## src/rtl/mem_wb_stage_pkg.sv

```systemverilog
// mem_wb_stage_pkg: shared types and funct3 encodings for the memory/writeback stage.
package mem_wb_stage_pkg;
  typedef enum logic [1:0] {WB_ALU = 2'd0, WB_MEM = 2'd1, WB_PC4 = 2'd2, WB_RSV = 2'd3} wb_sel_t;
  typedef enum logic [1:0] {S_IDLE, S_REQ, S_WAIT, S_DONE} mw_state_t;
  localparam logic [2:0] F3_B  = 3'd0;
  localparam logic [2:0] F3_H  = 3'd1;
  localparam logic [2:0] F3_W  = 3'd2;
  localparam logic [2:0] F3_BU = 3'd4;
  localparam logic [2:0] F3_HU = 3'd5;
endpackage

```

## src/rtl/mem_wb_stage_if.sv

```systemverilog
// mem_wb_stage_if: data-memory req/gnt/rvalid bus between the stage (master) and memory (slave).
interface mem_wb_stage_if;
  logic        dmem_req;
  logic        dmem_we;
  logic [31:0] dmem_addr;
  logic [31:0] dmem_wdata;
  logic [3:0]  dmem_be;
  logic        dmem_gnt;
  logic        dmem_rvalid;
  logic [31:0] dmem_rdata;
  modport master(output dmem_req, dmem_we, dmem_addr, dmem_wdata, dmem_be,
                 input dmem_gnt, dmem_rvalid, dmem_rdata);
  modport slave(input dmem_req, dmem_we, dmem_addr, dmem_wdata, dmem_be,
                output dmem_gnt, dmem_rvalid, dmem_rdata);
endinterface

```

## src/rtl/mem_wb_stage_lsu_align.sv

```systemverilog
// mem_wb_stage_lsu_align: byte-lane steering for stores, load extraction and alignment checking.
module mem_wb_stage_lsu_align
  import mem_wb_stage_pkg::*;
(
  input  logic [2:0]  i_funct3,
  input  logic        i_store,
  input  logic [1:0]  i_addr_lo,
  input  logic [31:0] i_wdata,
  input  logic [31:0] i_rdata,
  output logic [3:0]  o_be,
  output logic [31:0] o_wdata,
  output logic [31:0] o_ldata,
  output logic        o_misalign
);
  logic [31:0] w_sh;
  logic        w_bad;
  always_comb begin
    w_sh       = i_rdata >> {i_addr_lo, 3'b000};
    // unsupported encodings are folded into the misalign path
    w_bad      = i_store ? (i_funct3 > F3_W) : !(i_funct3 inside {F3_B, F3_H, F3_W, F3_BU, F3_HU});
    o_misalign = w_bad || (i_funct3[1:0] == 2'd1 && i_addr_lo[0]) || (i_funct3[1:0] == 2'd2 && i_addr_lo != 2'd0);
    o_be       = i_funct3[1:0] == 2'd0 ? 4'b0001 << i_addr_lo :
                 i_funct3[1:0] == 2'd1 ? (i_addr_lo[1] ? 4'b1100 : 4'b0011) : 4'b1111;
    o_wdata    = i_funct3[1:0] == 2'd0 ? {4{i_wdata[7:0]}} :
                 i_funct3[1:0] == 2'd1 ? {2{i_wdata[15:0]}} : i_wdata;
    o_ldata    = i_funct3 == F3_B  ? {{24{w_sh[7]}}, w_sh[7:0]} :
                 i_funct3 == F3_BU ? {24'd0, w_sh[7:0]} :
                 i_funct3 == F3_H  ? {{16{w_sh[15]}}, w_sh[15:0]} :
                 i_funct3 == F3_HU ? {16'd0, w_sh[15:0]} : w_sh;
  end
endmodule

```

## src/rtl/mem_wb_stage.sv

```systemverilog
// mem_wb_stage: data-memory access FSM with load/store alignment and register-file writeback.
module mem_wb_stage
  import mem_wb_stage_pkg::*;
#(
  parameter int XLEN    = 32,
  parameter int TIMEOUT = 16
) (
  input  logic            clk,
  input  logic            rst,
  input  logic [XLEN-1:0] pc_in,
  input  logic [XLEN-1:0] inst_in,
  input  logic [XLEN-1:0] alu_in,
  input  logic [XLEN-1:0] WD_in,
  input  logic [1:0]      wb_sel,
  input  logic            reg_wr,
  input  logic            wr_en,
  input  logic            rd_en,
  mem_wb_stage_if.master  dmem,
  output logic            rf_we,
  output logic [4:0]      rf_waddr,
  output logic [XLEN-1:0] rf_wdata,
  output logic            stall_o,
  output logic            misalign_o,
  output logic            bus_err_o
);
  localparam int CW = $clog2(TIMEOUT + 1) + 1;
  mw_state_t   r_state, w_next;
  logic [CW-1:0] r_cnt;
  logic [31:0] r_addr, r_wdata, r_ldata;
  logic [3:0]  r_be;
  logic [2:0]  r_funct3;
  logic [4:0]  r_rd;
  logic [1:0]  r_wb_sel;
  logic        r_we, r_err, r_reg_wr;
  logic        w_idle, w_busy, w_mem, w_mis, w_go, w_tmo, w_gnt, w_cap, w_done_wr;
  logic [2:0]  w_f3;
  logic [1:0]  w_lo, w_sel;
  logic        w_st;
  logic [3:0]  w_be;
  logic [31:0] w_wdata, w_ldata;
  logic        w_unused;
  assign w_unused = ^{inst_in[31:15], inst_in[6:0]};
  always_comb begin
    w_idle = r_state == S_IDLE;
    w_busy = r_state == S_REQ || r_state == S_WAIT;
    w_mem  = rd_en || wr_en;
    // in IDLE the aligner sees the incoming instruction, otherwise the captured one
    w_f3   = w_idle ? inst_in[14:12] : r_funct3;
    w_lo   = w_idle ? alu_in[1:0] : r_addr[1:0];
    w_st   = w_idle ? wr_en : r_we;
    w_go   = w_idle && w_mem && !w_mis;
    w_tmo  = TIMEOUT != 0 && w_busy && r_cnt == CW'(TIMEOUT);
    w_gnt  = r_state == S_REQ && !w_tmo && dmem.dmem_gnt;
    w_cap  = !w_tmo && dmem.dmem_rvalid && (r_state == S_WAIT || w_gnt);
  end
  mem_wb_stage_lsu_align u_align (
    .i_funct3  (w_f3),
    .i_store   (w_st),
    .i_addr_lo (w_lo),
    .i_wdata   (WD_in),
    .i_rdata   (dmem.dmem_rdata),
    .o_be      (w_be),
    .o_wdata   (w_wdata),
    .o_ldata   (w_ldata),
    .o_misalign(w_mis)
  );
  always_ff @(posedge clk or negedge rst) begin
    if (!rst) r_state <= S_IDLE;
    else      r_state <= w_next;
  end
  always_comb begin
    w_next = r_state;
    unique case (r_state)
      S_IDLE:  w_next = w_go ? S_REQ : S_IDLE;
      S_REQ:   w_next = (w_tmo || (w_gnt && (r_we || dmem.dmem_rvalid))) ? S_DONE : w_gnt ? S_WAIT : S_REQ;
      S_WAIT:  w_next = (w_tmo || dmem.dmem_rvalid) ? S_DONE : S_WAIT;
      default: w_next = S_IDLE;
    endcase
  end
  always_comb begin
    dmem.dmem_req   = r_state == S_REQ && !w_tmo;
    dmem.dmem_we    = r_we;
    dmem.dmem_addr  = {r_addr[31:2], 2'b00};
    dmem.dmem_wdata = r_wdata;
    dmem.dmem_be    = r_be;
    stall_o         = rst && (w_go || w_busy);
    misalign_o      = rst && w_idle && w_mem && w_mis;
    bus_err_o       = w_tmo;
    w_done_wr       = r_state == S_DONE && !r_we && !r_err && r_reg_wr && r_rd != 5'd0;
    rf_we           = rst && (w_idle ? (!w_mem && reg_wr && inst_in[11:7] != 5'd0) : w_done_wr);
    rf_waddr        = !rst ? 5'd0 : w_idle ? inst_in[11:7] : r_rd;
    w_sel           = w_idle ? wb_sel : r_wb_sel;
    rf_wdata        = !rst                          ? '0 :
                      w_sel == WB_ALU               ? alu_in :
                      w_sel == WB_MEM && !w_idle    ? r_ldata :
                      w_sel == WB_PC4               ? pc_in + 32'd4 : '0;
  end
  always_ff @(posedge clk or negedge rst) begin
    if (!rst) begin
      r_cnt    <= '0;
      r_addr   <= '0;
      r_wdata  <= '0;
      r_ldata  <= '0;
      r_be     <= '0;
      r_funct3 <= '0;
      r_rd     <= '0;
      r_wb_sel <= '0;
      r_we     <= 1'b0;
      r_err    <= 1'b0;
      r_reg_wr <= 1'b0;
    end else begin
      if (w_go) begin
        r_cnt    <= '0;
        r_addr   <= alu_in;
        r_wdata  <= w_wdata;
        r_be     <= w_be;
        r_funct3 <= inst_in[14:12];
        r_rd     <= inst_in[11:7];
        r_wb_sel <= wb_sel;
        r_we     <= wr_en;
        r_err    <= 1'b0;
        r_reg_wr <= reg_wr;
      end else if (w_busy) begin
        r_cnt <= r_cnt + CW'(1);
      end
      if (w_tmo) r_err <= 1'b1;
      if (w_cap) r_ldata <= w_ldata;
    end
  end
endmodule
```

## src/flat_wrapper.sv

```systemverilog
// flat-port wrapper written by rule: the top's interface ports become plain ports
module mem_wb_stage_flat import mem_wb_stage_pkg::*;
#(
  parameter int XLEN    = 32,
  parameter int TIMEOUT = 16
)
  (clk, rst, pc_in, inst_in, alu_in, WD_in, wb_sel, reg_wr, wr_en, rd_en, rf_we, rf_waddr, rf_wdata, stall_o, misalign_o, bus_err_o, dmem_dmem_req, dmem_dmem_we, dmem_dmem_addr, dmem_dmem_wdata, dmem_dmem_be, dmem_dmem_gnt, dmem_dmem_rvalid, dmem_dmem_rdata);
  mem_wb_stage_if dmem_i ();
  input  logic clk;
  input  logic rst;
  input  logic [XLEN-1:0] pc_in;
  input  logic [XLEN-1:0] inst_in;
  input  logic [XLEN-1:0] alu_in;
  input  logic [XLEN-1:0] WD_in;
  input  logic [1:0] wb_sel;
  input  logic reg_wr;
  input  logic wr_en;
  input  logic rd_en;
  output logic rf_we;
  output logic [4:0] rf_waddr;
  output logic [XLEN-1:0] rf_wdata;
  output logic stall_o;
  output logic misalign_o;
  output logic bus_err_o;
  output wire logic [$bits(dmem_i.dmem_req)-1:0] dmem_dmem_req;
  output wire logic [$bits(dmem_i.dmem_we)-1:0] dmem_dmem_we;
  output wire logic [$bits(dmem_i.dmem_addr)-1:0] dmem_dmem_addr;
  output wire logic [$bits(dmem_i.dmem_wdata)-1:0] dmem_dmem_wdata;
  output wire logic [$bits(dmem_i.dmem_be)-1:0] dmem_dmem_be;
  input wire logic [$bits(dmem_i.dmem_gnt)-1:0] dmem_dmem_gnt;
  input wire logic [$bits(dmem_i.dmem_rvalid)-1:0] dmem_dmem_rvalid;
  input wire logic [$bits(dmem_i.dmem_rdata)-1:0] dmem_dmem_rdata;
  assign dmem_dmem_req = dmem_i.dmem_req;
  assign dmem_dmem_we = dmem_i.dmem_we;
  assign dmem_dmem_addr = dmem_i.dmem_addr;
  assign dmem_dmem_wdata = dmem_i.dmem_wdata;
  assign dmem_dmem_be = dmem_i.dmem_be;
  assign dmem_i.dmem_gnt = dmem_dmem_gnt;
  assign dmem_i.dmem_rvalid = dmem_dmem_rvalid;
  assign dmem_i.dmem_rdata = dmem_dmem_rdata;
  mem_wb_stage #(.XLEN(XLEN), .TIMEOUT(TIMEOUT)) u_core (.clk(clk), .rst(rst), .pc_in(pc_in), .inst_in(inst_in), .alu_in(alu_in), .WD_in(WD_in), .wb_sel(wb_sel), .reg_wr(reg_wr), .wr_en(wr_en), .rd_en(rd_en), .dmem(dmem_i), .rf_we(rf_we), .rf_waddr(rf_waddr), .rf_wdata(rf_wdata), .stall_o(stall_o), .misalign_o(misalign_o), .bus_err_o(bus_err_o));
endmodule
```

## config.mk

```make
export PLATFORM = sky130hd
export DESIGN_NAME = mem_wb_stage_flat
export DESIGN_NICKNAME = d
export VERILOG_FILES = /design/src/rtl/mem_wb_stage_pkg.sv /design/src/rtl/mem_wb_stage_if.sv /design/src/rtl/mem_wb_stage_lsu_align.sv /design/src/rtl/mem_wb_stage.sv /design/src/flat_wrapper.sv
export SDC_FILE = /design/constraint.sdc
export NUM_CORES = 1
export LEC_CHECK = 0
export BUFFER_PORTS_ARGS = -buffer_cell sky130_fd_sc_hd__buf_2
export CAP_MARGIN = 25
export CORE_ASPECT_RATIO = 1.5
export CORE_MARGIN = 3
export CORE_UTILIZATION = 39
export DETAILED_ROUTE_END_ITERATION = 12
export GPL_TIMING_DRIVEN = 0
export PLACE_DENSITY_LB_ADDON = 0.3
export SLEW_MARGIN = 20
export SYNTH_ARGS = -nofsm -noshare
export SYNTH_HDL_FRONTEND = slang
export SYNTH_SLANG_ARGS = --single-unit
```

## constraint.sdc

```tcl
create_clock -name clk -period 2.38 [get_ports clk]
set_input_delay 0.357 -clock clk [delete_from_list [all_inputs] [get_ports clk]]
set_output_delay 0.357 -clock clk [all_outputs]
set_load 0.01 [all_outputs]
```

=== Yosys cells after proc, flatten, opt, wreduce, memory -nomap -nowiden ===
Cells that the tools add are included.

* Shift-type cells: 2
* $add $sub $neg: 2
* Magnitude comparators: 1
* Mux-type cells: 30
* Eq/ne operators: 12
* Reductions and logical operators: 48

{| class="wikitable"
|+ Operators by type and width
! operator !! count
|-
| 2-to-1 mux 32 bit || 10
|-
| adder 32 x 3 -> 32 bit (second input constant) || 1
|-
| >> shifter 32 x 5 -> 32 bit || 1
|-
| logical AND 1 bit || 22
|-
| nonzero test 5 bit || 3
|-
| 2-to-1 mux 4 bit || 3
|-
| 2-to-1 mux 6 bit || 2
|-
| 2-to-1 mux 5 bit || 2
|-
| logical OR 1 bit || 9
|-
| == test 2 bit (second input constant) || 4
|-
| 2-to-1 mux 2 bit || 4
|-
| zero test 1 bit || 7
|-
| 2-to-1 mux 1 bit || 7
|-
| adder 6 x 1 -> 6 bit (second input constant) || 1
|-
| == test 2 x 1 -> 1 bit (second input constant) || 3
|-
| == test 3 bit (second input constant) || 2
|-
| == test 6 x 5 -> 1 bit (second input constant) || 1
|-
| zero test 2 bit || 3
|-
| case mux 2 bit (3 select lines) || 1
|-
| nonzero test 2 bit || 3
|-
| left shift 1 x 2 -> 4 bit (first input constant) || 1
|-
| == test 3 x 1 -> 1 bit (second input constant) || 1
|-
| == test 3 x 2 -> 1 bit (second input constant) || 1
|-
| greater-than comparator 3 x 2 -> 1 bit (second input constant) || 1
|-
| 2 further kinds || 2
|}

* Register bits: 121
* Word-level logic and storage cells: 107
* Bits of input ports: 169

=== Depth between registers and ports, before layout ===
* Depth after elaboration: 12
* Gate-level depth with buffers: 12
* Depth with buffers taken out: 7

=== Modules after synthesis ===
Synthesis repeated with hierarchy kept, for this count alone.

* Cell total of the unflattened synthesis: 813
* Area, all modules: 8,139.1 um^2

{| class="wikitable"
|+ Modules (own cells, without submodules)
! module !! seq. area each (um^2) !! cells each !! area an instance (um^2) !! instances
|-
| mem_wb_stage || 3,027.9 || 638 || 6,901.6 || 1
|-
| mem_wb_stage_lsu_align || 0.0 || 175 || 1,237.4 || 1
|}

=== Least setup slack after synthesis ===
OpenSTA, ideal clock, no wires.

* Kind: register to output
* Start: register u_core.r_state[0]
* End: output port rf_wdata[4]
* Path buffers: 5
* Arrival time: 2.259 ns
* Path slack: -0.236 ns
* Cell stages (with the launch flop): 11
* Cells stage by stage: dfrtp_1 inv_1 ha_1 buf_4 buf_4 buf_6 buf_2 o32ai_4 buf_4 a22oi_1 a21boi_0

* Cells in the longest elaborated chain, start to end: 7
* Elaborated cells on any way between the ends: 11
* Classes of those cells: eq/ne (2); mux (5); reduce/logical (4)

{| class="wikitable"
|+ Ends and longest elaborated chain
! element !! line !! source
|-
| from (decl) || mem_wb_stage.sv:27 || <nowiki>mw_state_t r_state, w_next;</nowiki>
|-
| from (signal assigned) || mem_wb_stage.sv:69 || <nowiki>else r_state <= w_next;</nowiki>
|-
| zero test 2 bit (*) || mem_wb_stage.sv:44 || <nowiki>w_idle = r_state == S_IDLE;</nowiki>
|-
| 2-to-1 mux 2 bit || mem_wb_stage.sv:92 || <nowiki>w_sel = w_idle ? wb_sel : r_wb_sel;</nowiki>
|-
| == test 2 bit or == test 2 x 1 -> 1 bit (tied branches) || mem_wb_stage.sv:96, mem_wb_stage.sv:95 ||
|-
| 2-to-1 mux 32 bit or logical AND 1 bit (tied branches) || mem_wb_stage.sv:96, mem_wb_stage.sv:95 ||
|-
| 2-to-1 mux 32 bit || mem_wb_stage.sv:95 || <nowiki>w_sel == WB_MEM && !w_idle ? r_ldata :</nowiki>
|-
| 2-to-1 mux 32 bit (*) || mem_wb_stage.sv:94 || <nowiki>w_sel == WB_ALU ? alu_in :</nowiki>
|-
| 2-to-1 mux 32 bit (*) || mem_wb_stage.sv:93 || <nowiki>rf_wdata = !rst ? '0 :</nowiki>
|-
| to (decl) || flat_wrapper.sv:21 || <nowiki>output logic [XLEN-1:0] rf_wdata;</nowiki>
|}

Every way passes the cells marked *; elsewhere a longest branch is shown, timed or not.

=== Final worst setup path ===
* Start: register u_core.r_state[1]
* End: output port stall_o

* Cells in the longest elaborated chain, start to end: 12
* Elaborated cells on any way between the ends: 28
* Classes of those cells: order compare (1); eq/ne (8); mux (4); reduce/logical (15)

{| class="wikitable"
|+ Ends and longest elaborated chain
! element !! line !! source
|-
| zero test 2 bit || mem_wb_stage.sv:44 ||
|-
| 2-to-1 mux 3 bit || mem_wb_stage.sv:48 || <nowiki>w_f3 = w_idle ? inst_in[14:12] : r_funct3;</nowiki>
|-
| == test 3 x 1 -> 1 bit (tied with other cells) || mem_wb_stage_lsu_align.sv:20 || <nowiki>w_bad = i_store ? (i_funct3 > F3_W) : !(i_funct3 inside {F3_B, F3_H, F3_W, F3_BU, F3_HU});</nowiki>
|-
| nonzero test 5 bit || mem_wb_stage_lsu_align.sv:20 ||
|-
| zero test 1 bit || mem_wb_stage_lsu_align.sv:20 ||
|-
| 2-to-1 mux 1 bit || mem_wb_stage_lsu_align.sv:20 ||
|-
| logical OR 1 bit (2 in a row) || mem_wb_stage_lsu_align.sv:21 || <nowiki>o_misalign = w_bad || (i_funct3[1:0] == 2'd1 && i_addr_lo[0]) || (i_funct3[1:0] == 2'd2 && i_addr_lo != 2'd0);</nowiki>
|-
| zero test 1 bit || mem_wb_stage.sv:51 || <nowiki>w_go = w_idle && w_mem && !w_mis;</nowiki>
|-
| logical AND 1 bit || mem_wb_stage.sv:51 ||
|-
| logical OR 1 bit (*) || mem_wb_stage.sv:86 || <nowiki>stall_o = rst && (w_go || w_busy);</nowiki>
|-
| logical AND 1 bit (*) || mem_wb_stage.sv:86 ||
|-
| to (decl) || flat_wrapper.sv:22 || <nowiki>output logic stall_o;</nowiki>
|}

Marked as above.

==> results.txt <==
CP delay by family, top = buffers and inverters
htree depth = 4
Syn Area/Cell = 9.52 um2
most frequent cells in the layout = 257 x buf_2, 120 x dfrtp_1, 75 x buf_4, 66 x nor2_1, 57 x nand2_1
final hold viol count = 66
Clock power frac = 0.147
CP Data Arrival Time = 2.54 ns
P per Cell Area = 1510 mW/mm2
CP startpoint kind = register
maxcap violations = 0
VDD IR max = 0.683 mV
final worst path period share = 1.22
commonest non-fill, non-tap cell in the layout = buf_2
vias after detailed routing = 7,665
P_leak = 5.48 nW
root buf cell = clkbuf_16
filler cell count = 1,603
vias in the first global route = 7,617
Area Growth Syn to Fin = 53.3%
final core utilization = 0.617
Ys Warns = 0
global-route wire length before repair = 41.0 mm
failing checks = negative hold slack, negative setup slack
initial drt markers = 497
critical path cell sequence = inv_2, ha_4, buf_12, buf_6, mux2i_4, o211ai_1, a21oi_4, buf_8, buf_8, o21a_1, buf_2
cell mode on critical path = buf_8
IO buf count = 253
Worst-Margin Slew = 0.912 ns
later-pin clock latency in the skew report = 0.43 ns
io pins = 280
initial core utilization = 0.402
CP Capture Type = primary output
clock skew = 0.0149 ns
vias per cell = 5.45
GRT Residual Overflow = 0
DP Worst Slack = -0.699 ns
clock sinks = 121
placed instance area = 0.00926 mm2
share of the synthesized area in the top cell type = 0.399
FF+latch area = 0.00303 mm2
area of the multi-input gates = 0.00474 mm2
CP max stage cell = dfrtp_1
ys async rst share = 1.00
Routed WL = 28.2 mm
layout cells sized above 1 = 0.520
die area = 0.0212 mm2
Comb power frac = 0.634
WP buf/inv = 6
Bufs on Longest Clock Path = 2
Slew headroom = 0.387
sw power = 7.00 mW
Max FO, Critical Path = 4
Post-Layout Cell Count = 1,407
CTS tree = done
Sw Share = 0.397
wire length per cell = 20.0 um
pin count of the biggest net entering global routing = 71
FF+latch count, synth = 121
Global Route Usage Sum = 0.251
endpoints failing setup = 142
CP Class = register to primary output
post-synth top area cell = dfrtp_1
first drt pass iteration count = 5
nets = 1,316
DP HPWL = 19.6 mm
CP max stage delay = 0.38 ns
Post-synth EDFFs = 0
post-layout instance area = 0.0116 mm2
largest cells by area after synthesis = dfrtp_1 40%, mux2_2 8.9%, mux2i_1 6.2%, buf_4 4.2%, a21oi_1 3.8%
internal power = 10.6 mW
register clock-pin slew on the reported worst setup and hold paths = 0.05 ns
Synth Flop Type = dfrtp_1
remaining antenna violation count after routing = 0
WHS = -0.121 ns
Worst Hold Class = primary input to asynchronous set/reset pin
Max Clk Rate = 346 MHz
placed instance count = 1,304
status = finished, violations left
Tmin final = 2.89 ns
min setup slack post-route = -0.514 ns
DRC viols = 0
mapped cell area = 0.00759 mm2
Core Area = 0.0189 mm2
Seq/Total Area, Yosys = 0.399
RSZ-0062 raised after global routing = yes
initial antenna violation count = 10
Tot Pwr = 17.6 mW
routability cong. = 0.878
final slew viol count = 0
sequential power share = 0.219
Synth cell types = 60
std cell rows = 61
Chip Height = 177 um
die width = 120 um
Crit path required time = 2.02 ns
Cells after Synth = 797
cts bufs inserted = 17
total negative slack = -35.56 ns
## registers in the layout (all words and copies together) (netlist names)
| signal | cells |
|---|---|
| u_core.r_reg_wr | 1 |
| u_core.dmem.dmem_be | 4 |
| u_core.r_funct3 | 3 |
| u_core.dmem.dmem_we | 1 |
| u_core.r_err | 1 |
| u_core.dmem.dmem_wdata | 32 |
| u_core.r_rd | 5 |
| u_core.r_state | 2 |
| u_core.r_cnt | 6 |
| u_core.r_addr | 32 |
| u_core.r_ldata | 32 |
| u_core.r_wb_sel | 2 |
## power by group through the flow
| stage | Combinational [mW] | Clock (mW) | Sequential, mW |
|---|---|---|---|
| after floorplan | 5.21 | 0 | 3.76 |
| after detailed placement | 7.66 | 0 | 3.75 |
| after global routing | 11.9 | 2.75 | 3.96 |
| after CTS | 9.36 | 2.63 | 3.76 |
| final | 11.2 | 2.60 | 3.85 |
| after global placement | 7.55 | 0 | 3.71 |
## routing by layer
layer	track usage	vias up	wire length (um)
met5	0	-	71
met4	0.111	14	970
met3	0.0752	76	1890
met2	0.437	299	14400
met1	0.282	3742	10900
li1	-	3534	-
## final cells by class
class | instances | area share
Tap cell | 252 | 0.0271
Clock buffer | 18 | 0.0378
Timing Repair Buffer | 327 | 0.186
Clock inverter | 14 | 0.0128
Inverter | 11 | 0.00355
Antenna cell | 3 | 0.000645
Buffer | 80 | 0.0643
Multi-Input combinational cell | 581 | 0.407
Sequential cell | 121 | 0.260
## synth_stat cells (all sizes together), types with 15 or more instances
master and count:
clkbuf 18, nor2b 24, xor2 20, nand2 59, mux2 60, a21oi 61, dfrtp 121, mux2i 49
a211oi 16, nand3 31, nor2 75, a22o 15, buf 67, o21ai 41
## worst paths after layout
path | startpoint | end | slack [ns] | cells after the start
max in group asynchronous | rst | u_core.r_addr[27] | 1.81 | 2
min in group clk | alu_in[3] | u_core.r_addr[3] | 0.18 | 2
hold reg to reg | u_core.r_ldata[6] | u_core.r_ldata[6] | 0.48 | 1
setup / recovery | u_core.r_state[1] | stall_o | -0.51 | 11
setup reg to reg | u_core.r_state[1] | u_core.r_addr[13] | -0.39 | 14
hold / removal | rst | u_core.r_rd[0] | -0.12 | 1
## cells by family after synthesis
logic type,count (synthesis),share of synthesized area
AOI/OAI and AO/OA,196,0.173
xor gates and xnor gates,29,0.0335
adders and majority gates,8,0.0132
buffers and inverters,96,0.0739
DFF,121,0.399
muxes,110,0.159
other,1,0.000494
and+or+nand+nor,236,0.148
## timing repair
item,CTS,global route
pin swaps,23,21
endpoints found under the setup margin,159,151
cloned,6,8
hold endpoints to repair,66,66
gates resized for setup,118,179
setup buffers,31,33
Power figures use the tool's default switching activity.
